`src/rtl/axi_user_arbiter.sv`:
```
// Arbitrates inst-fetch and data requesters onto one AXI user port and sequences each transaction.
// Define ARB_ROUND_ROBIN_EN for alternating tie-break; default is fixed priority, data over inst.
//
// state | meaning
// IDLE  | waiting for a request while the AXI master is not busy
// WDATA | store in flight, axi_wvalid held until axi_wready
// WAIT  | waiting for axi_done
// RESP  | owner's done pulse is high
module axi_user_arbiter (
  input  logic        clk,
  input  logic        resetn,
  input  logic        i_req,
  input  logic [31:0] i_addr,
  output logic        i_done,
  output logic [31:0] i_rdata,
  input  logic        d_req,
  input  logic        d_rw,
  input  logic [31:0] d_addr,
  input  logic [31:0] d_wdata,
  output logic        d_done,
  output logic [31:0] d_rdata,
  output logic        axi_start,
  output logic        axi_rw,
  output logic [31:0] axi_addr,
  output logic [31:0] axi_wdata,
  output logic        axi_wvalid,
  input  logic        axi_wready,
  input  logic [31:0] axi_rdata,
  input  logic        axi_done,
  input  logic        axi_busy,
  output logic        owner
);

  typedef enum logic [1:0] {IDLE, WDATA, WAIT, RESP} state_t;

  state_t state;
  logic   grant_d;

`ifdef ARB_ROUND_ROBIN_EN
  // owner always holds the last grant and resets to inst, so data wins the first tie
  assign grant_d = d_req & (~i_req | ~owner);
`else
  assign grant_d = d_req;
`endif

  always_ff @(posedge clk) begin
    if (!resetn) begin
      state      <= IDLE;
      axi_start  <= 1'b0;
      axi_rw     <= 1'b0;
      axi_addr   <= 32'h0;
      axi_wdata  <= 32'h0;
      axi_wvalid <= 1'b0;
      i_done     <= 1'b0;
      d_done     <= 1'b0;
      i_rdata    <= 32'h0;
      d_rdata    <= 32'h0;
      owner      <= 1'b0;
    end else begin
      axi_start <= 1'b0;
      i_done    <= 1'b0;
      d_done    <= 1'b0;
      case (state)
        IDLE: begin
          if ((i_req | d_req) && !axi_busy) begin
            axi_start <= 1'b1;
            owner     <= grant_d;
            if (grant_d) begin
              axi_addr   <= d_addr;
              axi_rw     <= d_rw;
              axi_wdata  <= d_wdata;
              axi_wvalid <= ~d_rw;
              state      <= d_rw ? WAIT : WDATA;
            end else begin
              axi_addr <= i_addr;
              axi_rw   <= 1'b1;
              state    <= WAIT;
            end
          end
        end
        WDATA: begin
          // a done seen before wready is ignored; one seen with wready completes the store
          if (axi_wready) begin
            axi_wvalid <= 1'b0;
            if (axi_done) begin
              i_done <= ~owner;
              d_done <= owner;
              state  <= RESP;
            end else begin
              state <= WAIT;
            end
          end
        end
        WAIT: begin
          if (axi_done) begin
            if (axi_rw) begin
              if (owner) d_rdata <= axi_rdata;
              else       i_rdata <= axi_rdata;
            end
            i_done <= ~owner;
            d_done <= owner;
            state  <= RESP;
          end
        end
        RESP:    state <= IDLE;
        default: state <= IDLE;
      endcase
    end
  end

endmodule

```
`config.mk`:
```
export PLATFORM = sky130hd
export DESIGN_NAME = axi_user_arbiter
export DESIGN_NICKNAME = d
export VERILOG_FILES = /design/src/rtl/axi_user_arbiter.sv
export SDC_FILE = /design/constraint.sdc
export NUM_CORES = 1
export LEC_CHECK = 0
export BUFFER_PORTS_ARGS = -buffer_cell sky130_fd_sc_hd__buf_2
export CORE_ASPECT_RATIO = 0.7
export CORE_MARGIN = 2
export CORE_UTILIZATION = 40
export DETAILED_ROUTE_END_ITERATION = 8
export HOLD_SLACK_MARGIN = 0.15
export PLACE_DENSITY = 0.76
export SETUP_SLACK_MARGIN = 0.2
export SLEW_MARGIN = 40
export SYNTH_ARGS = -nofsm -noshare
export SYNTH_HDL_FRONTEND = slang
export SYNTH_SLANG_ARGS = --single-unit
```
`constraint.sdc`:
```
create_clock -name clk -period 1.98 [get_ports clk]
set_clock_uncertainty 0.2 [all_clocks]
set_input_delay 0.396 -clock clk [delete_from_list [all_inputs] [get_ports clk]]
set_output_delay 0.396 -clock clk [all_outputs]
set_load 0.01 [all_outputs]
```
# Yosys cells after proc, flatten, opt, wreduce, memory -nomap -nowiden

Index checks and enable logic that the tools add are counted.

Bits in registers: 136
Bits of input ports: 136
Output and inout port bits: 134
Logic and storage cells: 52

Equal/unequal tests: 7
Mux-type cells: 20
Bitwise gates (word level): 3
Reductions and logical operators: 11

Operator list:

| kind                                                 | count |
|---|---|
| 2-to-1 mux 32 bit                                    | 1 |
| AND reduction 4 bit                                  | 3 |
| 2-to-1 mux 1 bit                                     | 10 |
| 2-to-1 mux 2 bit                                     | 5 |
| inequality test 2 bit (second input constant)        | 4 |
| one-hot mux 2 bit (4 select lines)                   | 1 |
| one-hot mux 1 bit (2 select lines)                   | 3 |
| AND reduction 3 bit                                  | 2 |
| equality test 2 bit (second input constant)          | 2 |
| AND reduction 2 bit                                  | 2 |
| equality test 2 x 1 -> 1 bit (second input constant) | 1 |
| logical NOT 2 bit                                    | 1 |
| NOT 1 bit                                            | 2 |
| nonzero test 2 bit                                   | 1 |
| logical AND 1 bit                                    | 1 |
| logical NOT 1 bit                                    | 1 |
| OR 1 bit                                             | 1 |

# Logic depth before layout (Yosys ltp)

Gate-level depths: netlist of the first run.

Depth after elaboration: 4
Mapped depth: 8

# Worst setup path after synthesis of the first run

No wires, ideal clock.

Path type: register to register
Start: register state[0]
End: register axi_addr[10]
Setup time: 0.081 ns
Data arrival time: 1.505 ns
Path slack: 0.194 ns
Stages on the path, launching flop included: 9
Buffers on the path: 3
Clock period less this slack: 1.786 ns
Path through: dfxtp_1 -> inv_1 -> ha_1 -> nor2b_1 -> buf_2 -> and2_4 -> buf_6 -> buf_6 -> a211oi_2

Word-level cells in the longest chain between the ends: 2

Ends and longest elaborated chain:

| item                          | RTL line | source |
|---|---|---|
| start, declared               | 36       | `state_t state;` |
| start signal, assigned        | 73       | `state <= d_rw ? WAIT : WDATA;` |
| logical NOT 2 bit             | 63       | `case (state)` |
| AND reduction 2 bit (no line) | n/a      |  |
| end signal, assigned          | 69       | `axi_addr <= d_addr;` |
| end signal, assigned          | 75       | `axi_addr <= i_addr;` |
| end, declared                 | 24       | `output logic [31:0] axi_addr,` |

Every way passes these cells.
A chain may end at the register's enable or synchronous reset.

# Worst setup path after layout of the first run

Start: input i_addr[0]
End: register axi_addr[0]

Word-level cells in the longest chain between the ends: 1

Ends and longest elaborated chain:

| item              | RTL line | source |
|---|---|---|
| start, declared   | 13       | `input logic [31:0] i_addr,` |
| 2-to-1 mux 32 bit | 68       | `if (grant_d) begin` |

Every way passes these cells.

==> metrics, run 1 <==
cell count after synthesis=620; first-pass GRT wire length=25.4 mm; Hold Slack=0.173 ns; reg2reg setup slack=0.31 ns; critical path startpoint=i_addr[0]; Reg area=2720 um^2; Slew Viols, Final=0; Top FF cell, synth=dfxtp_1; area leader, netlist=dfxtp_1; Die H=101 um; GRT Residual Overflow=0; top cell type's share of synthesized area=0.505; diodes inserted=0; critical path class=input pin to flop; Fmax achieved=572 MHz; CP Cell Sequence=dlygate4sd3_1, buf_2, mux2i_1, dlygate4sd3_1, a211oi_2; CTS Root Cell=clkbuf_16; hold crit path type=input pin to flop; Final Util=0.629; vias in the first global route=5155; Critical R2R Capture=axi_rw; fin cells=1122; via count=5489; Layout Nets=1085; post-synthesis cell type count=33; CORE AREA=13100 um^2; sequential share of the synthesized area=0.505; worst-case reg-to-reg path depth=6; Reg-to-Reg Start=state[0]; # IOs=270; Synth warnings=0; syn nets=762; count of final setup violators=0; max cap viols=0; final worst slack=0.233 ns; 1st-pass router iterations=5; clk_lat worst skew=0.40 ns; Area Growth Syn to Fin=53.4%; fillers=1084; die area=14400 um^2; RSZ-0062 raised after global routing=false; Row Count=35; GP Congestion=0.759; Wirelength per Cell=14.8 um; critical path's slowest cell=dlygate4sd3_1; buffers added on ports=269; initial antenna violation count=0; Post-Route Setup TNS=0 ns; drt drc=0; # Post-CTS Setup Buffers=0; slew margin rel.=0.722; Multi-input gate area=2420 um^2; status=completed; most frequent cells in the layout=269 x buf_2, 196 x nand2_1, 136 x dfxtp_1; Async S/R FF share, synth=0; startpoint type of the worst setup path=input pin; Final ANT Viol Nets=0; Starting Density=0.410; CTS Buffer Depth=2; clock slew at reported path FFs=0.06 ns; synth top area cells=dfxtp_1 51%, nand2_1 14%, a21oi_1 12%; pin count of the biggest net entering global routing=41; crit-path max cell delay=0.59 ns; EDFF count, synth=0; Final HPWL DP=10.9 mm; Mapped Area=5390 um^2; worst vdd ir=577 uV; Global Route Usage Sum=0.221; pre-CTS setup slack=0.134 ns; power per cell area=1000 nW/um^2; Critical Path AT=1.87 ns; Yosys reg bits=136; Num CTS Buffers=17; Post-Route WL=16.6 mm; H-Tree Level Count=4; Critical Path Fanout Max=1; average vias per placed instance=4.89; share of cells above drive strength 1=0.374; crit path capture type=flop; TritonCTS clock tree=built; most common cell after layout, fill and taps aside=buf_2; CP most frequent cell=dlygate4sd3_1; Avg Inst Size Synth=8.69 um^2; final worst-path cycle share=0.882; Final Critical Period=1.75 ns; CP required=2.10 ns; Worst-Margin Slew=0.417 ns; Placed Cells incl. Taps=1020; Sink Count=136; Die Wd=143 um; Worst setup endpoint=axi_addr[0]; Lkg Pwr=3.74 nW; Fin. Hold Viols=0; DR iter-0 viols=190
==> per-layer routing <==
| metal | part of all wire | vias up | global-route usage |
|---|---|---|---|
| met3 | 0.074 | 10 | 0.0675 |
| met1 | 0.43 | 2536 | 0.270 |
| met4 | 0.0052 | 0 | 0.0487 |
| met5 | 0 | - | 0 |
| met2 | 0.50 | 205 | 0.388 |
| li1 | - | 2738 | - |
==> Yosys cell counts (all sizes together), types with 2 or more instances <==
cell type and count:
dfxtp 136, nand2 196, mux2i 34, a21oi 132
ha 6, a211oi 33, nor3 3, clkbuf 29
inv 6, buf 23, nor2b 3, a211o 2
==> worst min-delay path by stage <==
stage	slack (ns)	startpoint	end	depth (start not counted)
2_1_floorplan	0.27	state[1]	state[1]	2
3_3_place_gp	0.24	d_rdata[19]	d_rdata[19]	2
3_5_place_dp	0.24	axi_wdata[19]	axi_wdata[19]	2
4_1_cts	0.16	d_addr[16]	axi_addr[16]	3
5_1_grt	0.17	i_addr[12]	axi_addr[12]	3
6_report	0.17	i_addr[2]	axi_addr[2]	3
==> cell families (layout without fill, tap and decap cells) <==
kind of cell             Yosys count  in the layout  share of synthesized area
multiplexers                      34             34                     0.0631
flip-flops                       136            136                      0.505
buffers and inverters             58            394                     0.0520
adder cells (fa/ha/maj)            6              6                     0.0139
AO/OA/AOI/OAI                    172            172                      0.207
AND/OR/NAND/NOR                  214            214                      0.159
==> critical path: cells and delay by family <==
kind / cells / cell delay [ns]
buf+inv: 3 / 1.20
compound gates: 1 / 0.22
mux: 1 / 0.05
==> metrics by stage <==
stage / instance area, um^2 / power [mW]
6_report: 8270 / 8.31
5_1_grt: 8270 / 8.71
4_1_cts: 8240 / 8.32
3_5_place_dp: 6970 / 5.20
3_3_place_gp: 6970 / 5.15
2_1_floorplan: 5390 / 4.45
==> layout make-up <==
cell class,count,share of cell area
flip-flops and latches,136,0.329
inverters,6,0.00333
repair buffers,356,0.282
clock inverters,15,0.0157
clock buffers,17,0.0515
multi-input cells,426,0.293
well taps,166,0.0251
==> where the power goes <==
group	total, mW	internal, mW	switching, mW
clock network	2.95	1.65	1.30
logic	2.15	0.994	1.15
registers	3.21	3.03	0.173
total	8.31	5.68	2.63
==> registers in the layout, summed over array words and instances, names as in the netlist <==
| register | cells |
|---|---|
| axi_start | 1 |
| owner | 1 |
| i_rdata | 32 |
| d_rdata | 32 |
| axi_addr | 32 |
| d_done | 1 |
| axi_wdata | 32 |
| state | 2 |
| i_done | 1 |
| axi_wvalid | 1 |
| axi_rw | 1 |
==> repair_timing <==
item                                    in CTS  in global routing
cloned                                       0                  0
endpoints found under the hold margin      104                  0
gates resized for setup                      3                  7
hold buffers                                70                  0
endpoints found under the setup margin      20                 55
No activity file was read; power rests on OpenSTA's default activity.
==> run 2, diff against run 1 <==
--- a/config.mk
+++ b/config.mk
@@ -13,5 +13,6 @@
 export HOLD_SLACK_MARGIN = 0.15
 export PLACE_DENSITY = 0.76
-export SETUP_SLACK_MARGIN = 0.2
+export SETUP_SLACK_MARGIN = 0.4
+export SKIP_LAST_GASP = 1
 export SLEW_MARGIN = 40
 export SYNTH_ARGS = -nofsm -noshare
==> constraint.sdc (replaced) <==
create_clock -name clk -period 1.98 [get_ports clk]
set_clock_uncertainty 0.2 [all_clocks]
set_input_delay 0.099 -clock clk [delete_from_list [all_inputs] [get_ports clk]]
set_output_delay 0.099 -clock clk [all_outputs]
set_load 0.01 [all_outputs]
==> run 2 against run 1 <==
Against the previous run: sequential cell count did not move; clock power up 6%; largest cell class is now non-clock buffers; register-to-register slack worse by 0.04 ns; via count rose by 12%; global-route usage increased by 3.8 points; total power rose by 9.6%; routed wire length grew 24%; count of clock-buffer cells in the layout up 1; core utilization grew 9.4 points; largest power group unchanged.
==> metrics, run 2 (synthesis results as in run 1) <==
status=completed; DR iter-0 viols=317; CP required=2.09 ns; reg2reg setup slack=0.27 ns; clock network fraction of design power=0.343; CORE AREA=13100 um^2; crit path capture type=flop; buffers added on ports=269; Gate power share=0.303; pre-CTS setup slack=0.260 ns; power per cell area=959 nW/um^2; initial antenna violation count=1; Lkg Pwr=4.19 nW; Row Count=35; Num CTS Buffers=17; H-Tree Level Count=4; final worst-path cycle share=0.866; Post-Route WL=20.7 mm; drt drc=0; share of cells above drive strength 1=0.412; Global Route Usage Sum=0.259; Fmax achieved=583 MHz; pin count of the biggest net entering global routing=47; Critical Path AT=1.82 ns; hold crit path type=input pin to flop; Die Wd=143 um; Starting Density=0.410; RSZ-0062 raised after global routing=true; GRT Residual Overflow=0; clk_lat worst skew=0.40 ns; Layout Nets=1171; CTS Buffer Depth=2; die area=14400 um^2; TritonCTS clock tree=built; critical path class=flop to flop; most frequent cells in the layout=269 x buf_2, 184 x nand2_1, 134 x dfxtp_1, 134 x dlygate4sd3_1, 101 x a21oi_1; switching power=2.76 mW; count of final setup violators=0; max cap viols=0; M1 wire length=8.40 mm; Slew Viols, Final=0; slew margin rel.=0.703; most common cell after layout, fill and taps aside=buf_2; final worst slack=0.266 ns; first-pass GRT wire length=29.6 mm; startpoint type of the worst setup path=flop; Final Critical Period=1.71 ns; register share of total power=0.355; Post-Route Setup TNS=0 ns; clock slew at reported path FFs=0.06 ns; internal power=6.34 mW; Sink Count=136; CTS Root Cell=clkbuf_16; met2 WL=10.1 mm; Area Growth Syn to Fin=76.2%; top routing layer used=met4; Die H=101 um; Fin. Hold Viols=0; met3 WL=1.58 mm; 1st-pass router iterations=5; worst vdd ir=635 uV; Critical Path Fanout Max=8; Final HPWL DP=10.6 mm; via count=6173; sw frac=0.304; Worst-Margin Slew=0.445 ns; # IOs=270; average vias per placed instance=5.11; vias in the first global route=6055; GP Congestion=0.786; Wirelength per Cell=17.1 um; Final ANT Viol Nets=0
[run 2: changes by cell type in the layout (fill, tap and decap cells not counted), sizes merged]
cell and change:
dlygate4sd3 +64, clkbuf +9, clkinvlp +3, diode +1, inv -5, bufinv +2
buf +14, clkinv -2
[run 2: area by class of cell]
| type | count | area (um^2) |
|---|---|---|
| diodes | 1 | 2.50 |
| clock buffers | 18 | 439 |
| clock inverters | 13 | 144 |
| fillers | 873 | 3640 |
| inverters | 6 | 35.0 |
| multi-input cells | 426 | 2600 |
| flip-flops and latches | 136 | 2730 |
| well taps | 166 | 208 |
| repair buffers | 442 | 3340 |
[run 2: repair_timing]
item	in CTS	in global routing
hold buffers	134	0
setup buffers	7	1
gates cloned	3	9
pin swaps	11	10
setup endpoints to repair	68	133
resized for setup	26	50
endpoints found under the hold margin	136	0
[run 2: metrics by stage]
stage               total power [mW]   util  hold WS (ns)  cell area (um^2)  instances
finish                          9.10  0.723         0.248              9500       1208
floorplan                       4.50      -        0.0350              5420        620
global route                    9.51  0.723         0.271              9500       1208
detailed placement              5.21  0.530         0.146              6960       1022
CTS                             8.86  0.693         0.209              9110       1197
global placement                5.17  0.530         0.143              6960       1022
[run 2: final timing paths]
check / from / endpoint / cells past startpoint
worst max-delay path: state[1] / i_rdata[6] / 6
worst min register to register: d_rdata[3] / d_rdata[3] / 2
worst min-delay path: d_req / axi_addr[8] / 4
worst max register to register: state[1] / i_rdata[6] / 6
[run 2: critical path: stages (launching register included)]
cell     delay, ns
dfxtp_4       0.36
buf_4         0.11
ha_2          0.18
and4b_4       0.35
buf_12        0.16
nand2_1       0.08
a21oi_1       0.18
[run 2: power by group through the flow]
| stage | Sequential [mW] | Combinational (mW) | Clock (mW) |
|---|---|---|---|
| detailed placement | 3.25 | 1.96 | 0 |
| global route | 3.26 | 2.95 | 3.29 |
| CTS | 3.21 | 2.47 | 3.18 |
| global placement | 3.25 | 1.92 | 0 |
| finish | 3.23 | 2.75 | 3.12 |
| floorplan | 3.38 | 1.12 | 0 |
[run 2: layer usage]
layer  GRT usage  up-vias
li1            -     2926
met2       0.466      301
met5           0        -
met3      0.0641       54
met4       0.101        0
met1       0.299     2892
